--- src/rtl/interp_pkg.sv ---
// rtl/interp_pkg.sv - shared constants and the VVC luma 1/16-phase coefficient table
package interp_pkg;
    localparam int NTAPS  = 8;
    localparam int NFRAC  = 16;
    localparam int FRAC_W = 4;

    typedef logic signed [7:0] coef_t;

    localparam coef_t LUMA_COEF [NFRAC][NTAPS] = '{
        '{ 0, 0,   0, 64,  0,   0, 0,  0},
        '{ 0, 1,  -3, 63,  4,  -2, 1,  0},
        '{-1, 2,  -5, 62,  8,  -3, 1,  0},
        '{-1, 3,  -8, 60, 13,  -4, 1,  0},
        '{-1, 4, -10, 58, 17,  -5, 1,  0},
        '{-1, 4, -11, 52, 26,  -8, 3, -1},
        '{-1, 3,  -9, 47, 31, -10, 4, -1},
        '{-1, 4, -11, 45, 34, -10, 4, -1},
        '{-1, 4, -11, 40, 40, -11, 4, -1},
        '{-1, 4, -10, 34, 45, -11, 4, -1},
        '{-1, 4, -10, 31, 47,  -9, 3, -1},
        '{-1, 3,  -8, 26, 52, -11, 4, -1},
        '{ 0, 1,  -5, 17, 58, -10, 4, -1},
        '{ 0, 1,  -4, 13, 60,  -8, 3, -1},
        '{ 0, 1,  -3,  8, 62,  -5, 2, -1},
        '{ 0, 1,  -2,  4, 63,  -3, 1,  0}
    };
endpackage

--- src/rtl/interp_tap_mcm.sv ---
// rtl/interp_tap_mcm.sv - shift-add constant multipliers for one tap position, phase-selected
module interp_tap_mcm
    import interp_pkg::*;
#(
    parameter int TAP    = 0,
    parameter int DATA_W = 10,
    parameter int ACC_W  = DATA_W + 9
) (
    input  logic [DATA_W-1:0]       x,
    input  logic [FRAC_W-1:0]       frac,
    output logic signed [ACC_W-1:0] prod
);
    // c is an elaboration constant at every call site, so the loop folds to fixed adders
    function automatic logic signed [ACC_W-1:0] shift_add(input logic [DATA_W-1:0] v, input int c);
        logic signed [ACC_W-1:0] xe;
        logic signed [ACC_W-1:0] sum;
        int mag;
        xe  = signed'({{(ACC_W-DATA_W){1'b0}}, v});
        sum = '0;
        mag = (c < 0) ? -c : c;
        for (int b = 0; b < 8; b++) begin
            if (mag[b]) sum = sum + (xe <<< b);
        end
        return (c < 0) ? -sum : sum;
    endfunction

    logic signed [ACC_W-1:0] prod_all [NFRAC];

    for (genvar f = 0; f < NFRAC; f++) begin : g_frac
        assign prod_all[f] = shift_add(x, int'(LUMA_COEF[f][TAP]));
    end

    assign prod = prod_all[frac];
endmodule

--- src/rtl/interp_fir8_pipe.sv ---
// rtl/interp_fir8_pipe.sv - pipelined 8-tap interpolation filter; INTERP_ROUND_CLIP_EN adds round/clip
module interp_fir8_pipe
    import interp_pkg::*;
#(
    parameter int DATA_W = 10,
    parameter int ACC_W  = DATA_W + 9,
    parameter int SHIFT  = 6
) (
    input  logic              clk,
    input  logic              rst_n,
    input  logic              s_valid,
    output logic              s_ready,
    input  logic [DATA_W-1:0] s_data,
    input  logic [FRAC_W-1:0] s_frac,
    input  logic              s_first,
    output logic              m_valid,
    input  logic              m_ready,
`ifdef INTERP_ROUND_CLIP_EN
    output logic [DATA_W-1:0] m_data
`else
    output logic [ACC_W-1:0]  m_data
`endif
);
`ifdef INTERP_ROUND_CLIP_EN
    localparam int OUT_W = DATA_W;
`else
    localparam int OUT_W = ACC_W;
`endif

    if (ACC_W < DATA_W + 9 || SHIFT < 1 || SHIFT >= ACC_W) begin : g_cfg_check
        $error("interp_fir8_pipe: ACC_W must be >= DATA_W+9 and 1 <= SHIFT < ACC_W");
    end

    logic [DATA_W-1:0]       win_q [NTAPS];
    logic [DATA_W-1:0]       win_d [NTAPS];
    logic [3:0]              cnt_q, cnt_d;
    logic [FRAC_W-1:0]       frac_q, frac_d;
    logic                    v0_q, v0_d, v1_q, v1_d, v2_q, v2_d, m_valid_q, m_valid_d;
    logic signed [ACC_W-1:0] prod_c [NTAPS];
    logic signed [ACC_W-1:0] prod_q [NTAPS];
    logic signed [ACC_W-1:0] prod_d [NTAPS];
    logic signed [ACC_W-1:0] sum_q [4];
    logic signed [ACC_W-1:0] sum_d [4];
    logic signed [ACC_W-1:0] acc;
    logic [OUT_W-1:0]        out_c, m_data_q, m_data_d;
    logic                    stall;

    assign stall   = m_valid_q && !m_ready;
    assign s_ready = !stall;
    assign m_valid = m_valid_q;
    assign m_data  = m_data_q;

    for (genvar k = 0; k < NTAPS; k++) begin : g_tap
        interp_tap_mcm #(.TAP(k), .DATA_W(DATA_W), .ACC_W(ACC_W)) u_tap (
            .x    (win_q[k]),
            .frac (frac_q),
            .prod (prod_c[k])
        );
    end

    assign acc = sum_q[0] + sum_q[1] + sum_q[2] + sum_q[3];

`ifdef INTERP_ROUND_CLIP_EN
    localparam logic signed [ACC_W-1:0] RND_OFS = ACC_W'(1) <<< (SHIFT - 1);
    localparam logic signed [ACC_W-1:0] OUT_MAX = ACC_W'((1 << DATA_W) - 1);
    logic signed [ACC_W-1:0] rnd;

    assign rnd = (acc + RND_OFS) >>> SHIFT;

    always_comb begin
        out_c = rnd[DATA_W-1:0];
        if (rnd[ACC_W-1])       out_c = '0;
        else if (rnd > OUT_MAX) out_c = '1;
    end
`else
    assign out_c = acc;
`endif

    always_comb begin
        win_d     = win_q;
        cnt_d     = cnt_q;
        frac_d    = frac_q;
        v0_d      = v0_q;
        prod_d    = prod_q;
        v1_d      = v1_q;
        sum_d     = sum_q;
        v2_d      = v2_q;
        m_valid_d = m_valid_q;
        m_data_d  = m_data_q;
        if (!stall) begin
            v0_d = 1'b0;
            if (s_valid) begin
                // a row start empties the window so the first sample stands alone
                for (int k = 0; k < NTAPS - 1; k++) begin
                    win_d[k] = s_first ? '0 : win_q[k+1];
                end
                win_d[NTAPS-1] = s_data;
                frac_d         = s_frac;
                if (s_first)            cnt_d = 4'd1;
                else if (cnt_q != 4'd8) cnt_d = cnt_q + 4'd1;
                v0_d = (cnt_d == 4'd8);
            end
            prod_d = prod_c;
            v1_d   = v0_q;
            for (int i = 0; i < 4; i++) begin
                sum_d[i] = prod_q[2*i] + prod_q[2*i+1];
            end
            v2_d      = v1_q;
            m_valid_d = v2_q;
            if (v2_q) m_data_d = out_c;
        end
    end

    always_ff @(posedge clk) begin
        if (!rst_n) begin
            for (int k = 0; k < NTAPS; k++) begin
                win_q[k]  <= '0;
                prod_q[k] <= '0;
            end
            for (int i = 0; i < 4; i++) sum_q[i] <= '0;
            cnt_q     <= '0;
            frac_q    <= '0;
            v0_q      <= 1'b0;
            v1_q      <= 1'b0;
            v2_q      <= 1'b0;
            m_valid_q <= 1'b0;
            m_data_q  <= '0;
        end else begin
            win_q     <= win_d;
            cnt_q     <= cnt_d;
            frac_q    <= frac_d;
            v0_q      <= v0_d;
            prod_q    <= prod_d;
            v1_q      <= v1_d;
            sum_q     <= sum_d;
            v2_q      <= v2_d;
            m_valid_q <= m_valid_d;
            m_data_q  <= m_data_d;
        end
    end
endmodule

--- config.mk ---
export PLATFORM = sky130hd
export DESIGN_NAME = interp_fir8_pipe
export DESIGN_NICKNAME = d
export VERILOG_FILES = /design/src/rtl/interp_pkg.sv /design/src/rtl/interp_tap_mcm.sv /design/src/rtl/interp_fir8_pipe.sv
export SDC_FILE = /design/constraint.sdc
export NUM_CORES = 2
export LEC_CHECK = 0
export ABC_AREA = 1
export ABC_CLOCK_PERIOD_IN_PS = 15100
export BUFFER_PORTS_ARGS = -buffer_cell sky130_fd_sc_hd__buf_4
export CAP_MARGIN = 30
export CORE_ASPECT_RATIO = 0.7
export CORE_MARGIN = 1.5
export CORE_UTILIZATION = 60
export CTS_CLUSTER_SIZE = 24
export DETAILED_ROUTE_END_ITERATION = 12
export HOLD_SLACK_MARGIN = 0.06
export PLACE_DENSITY = 0.81
export SLEW_MARGIN = 10
export SYNTH_ARGS = -nofsm -noshare
export SYNTH_HDL_FRONTEND = slang
export SYNTH_SLANG_ARGS = --single-unit
export TNS_END_PERCENT = 30
--- constraint.sdc ---
create_clock -name clk -period 15.1 [get_ports clk]
set_clock_uncertainty 0.2 [all_clocks]
set_input_delay 2.265 -clock clk [delete_from_list [all_inputs] [get_ports clk]]
set_output_delay 2.265 -clock clk [all_outputs]
set_load 0.05 [all_outputs]
==> results.toml <==
[grt]
grt_pass1_wl_um = 236000
grt_pass1_vias = 39900
grt_use_total_pct = 44.1
overflow = 0
antenna_found_initial = 3
grt_max_degree = 108

[routing]
first_pass_iters = 11
drt-met1-wl_um = 65800
vias = 44500
dr.max_layer_used = "met5"
wirelength_um = 156000
met3_wirelength_um = 25400
drc_errors = 0
drtAntennaViolNets = 0
wl_met2_um = 58100
drt_iter0_drc = 6403
vias_per_cell = 6.39
wl_per_cell_um = 22.5

[finish]
nNetsFinal = 6655
register_area_mm2 = 0.00637
area_delta_synth_final_pct = 5.68
final_cell_mix = "nand2_1 (1,293), inv_1 (753), a21oi_1 (626)"
mostFrequentLayoutCell = "nand2_1"
drive_gt1_share_pct = 4.83
nFillCells = 6289
multi_input_area_mm2 = 0.0301
final_util_pct = 64.1

[logic_synthesis]
synthDistinctLibCells = 73
synth_area_leaders = "dfxtp_1 (16%), ha_1 (14%), nand2_1 (12%)"
syn_area_mm2 = 0.0403
avgSynthCellArea_um2 = 6.58
synthCells = 6126
synthFlopType = "dfxtp_1"
syn-num-nets = 6737
ys_seq_area_share_pct = 15.8
synth_top_area_share_pct = 15.8
synth_edf_count = 0
ys_ff_latch = 318
yosysWarningCount = 0
synth_async_sr_flop_share_pct = 0
synth_top_area_cell = "dfxtp_1"

[floorplanning]
dieWidth_um = 313
num_rows = 79
ioPinCount = 40
start_util_pct = 60.6
dieArea_mm2 = 0.0687
chipHeight_um = 220
core_area_mm2 = 0.0664

[pwr]
powerDensity_mw_per_mm2 = 81.7
vdd_ir_drop_max_uv = 73.0
p_leak_nw = 21.7

[cts]
cts_setup_buffers = 0
cts_resized = 0
clk_latency_ns = 0.59
htree_levels = 2
clk_path_buf_depth = 3
hold_buffers = 0
clk_pin_slew_worst_paths_ns = 0.07
cts_tree = "done"
root_buffer = "clkbuf_16"
numClockSinks = 318
numCtsBuffers = 35

[run_status]
outcome = "completed"

[timing]
post-route-period-util_pct = 45.1
hold_viol_final = 0
fin_setup_tns_ns = 0
worst_slew_pin_slew_ns = 1.07
timing.final.ws_setup_ns = 8.29
final-setup-viol-count = 0
rsz0062_at_grt = "false"
max-slew-margin-rel_pct = 28.3
fmax_mhz = 147
slew_viol_final = 0
finalCriticalPeriod_ns = 6.81

[job]
max_cap_viol_count = 0

[place]
hpwl_um = 116000
gp_congestion = 1.10
io_buffers = 39
pre_cts_ws_ns = 8.41

[setup_path]
path_max_fanout = 15
required_ns = 15.38
cpMostUsedCell = "nand2_1"
crit_slowest_cell = "dfxtp_1"
critPathKind = "flip-flop to flip-flop"
cp_slowest_stage_delay_ns = 0.68
worst_setup_path_end_kind = "flip-flop"
critPathLaunchType = "flip-flop"
cp.arrival_ns = 7.09

[hold_path]
hp-class = "flip-flop to flip-flop"
cell families after synthesis:
group / Yosys count / synth area share, %
adder cells (fa/ha/maj): 592 / 21.0
buffers and inverters: 1005 / 9.48
flip-flops: 318 / 15.8
multiplexers: 1 / 0.0280
AND/OR/NAND/NOR: 2305 / 24.1
AO/OA/AOI/OAI: 1643 / 23.7
XOR/XNOR: 262 / 5.97
layer usage:
metal	up-vias	track usage, %
li1	20500	-
met1	20300	63.3
met2	3110	58.9
met3	576	15.7
met4	4	17.6
met5	-	0
stage by stage:
step	cell area (um^2)	cells	hold WS (ns)	power, mW
5_1_grt	42600	6959	0.285	3.64
4_1_cts	42500	6954	0.272	3.40
3_5_place_dp	41300	6893	0.261	2.48
3_3_place_gp	41300	6890	0.254	2.46
6_report	42600	6961	0.274	3.48
2_1_floorplan	40300	6126	0.242	2.03
registers in the layout, summed over array words and instances, names as in the netlist:
name	count
m_valid	1
win_q	80
m_data	19
v1_q	1
v0_q	1
prod_q	131
cnt_q	4
frac_q	4
sum_q	76
v2_q	1
final timing paths:
kind / from / end / slack (ns) / cells after the start
setup / recovery: win_q[40] / prod_q[90] / 8.29 / 36
hold / removal: win_q[70] / prod_q[133] / 0.27 / 2
setup reg to reg: win_q[40] / prod_q[90] / 8.29 / 36
hold reg to reg: win_q[70] / prod_q[133] / 0.27 / 2
report_power, final:
| group | internal, mW | total, mW | switching [mW] |
|---|---|---|---|
| Combinational | 0.514 | 1.56 | 1.05 |
| Sequential | 0.903 | 0.991 | 0.0887 |
| Clock | 0.518 | 0.925 | 0.407 |
| Total | 1.93 | 3.48 | 1.55 |
worst max-delay path: cells and delay by family (launching register included):
kind                       cells  cell delay [ns]
DFF                            1             0.68
buffers and inverters          3             0.14
and+or+nand+nor               14             1.41
adders and majority gates      6             2.03
AOI/OAI and AO/OA             11             1.76
xor gates and xnor gates       2             0.44
area by class of cell:
cell class | count | area share (%)
multi-input cells | 4803 | 70.8
well taps | 891 | 2.62
clock buffers | 49 | 2.35
inverters | 777 | 6.87
repair buffers | 109 | 2.00
diodes | 2 | 0.0118
clock inverters | 12 | 0.391
flip-flops and latches | 318 | 15.0
Yosys cell counts, drive strengths merged (26+ instances only):
library cell and n:
nand2 1312, inv 768, a21oi 632, o21ai 515, ha 451, nor2 437
nand3 398, dfxtp 318, clkbuf 170, xor2 169, fa 141, o21bai 103
xnor2 93, o211ai 72, nand4 67, buf 58, a31oi 51, a211oi 45
o22ai 39, nor3 37, a21o 26, o221ai 26
Note: power is estimated with default switching activity, not from simulation.
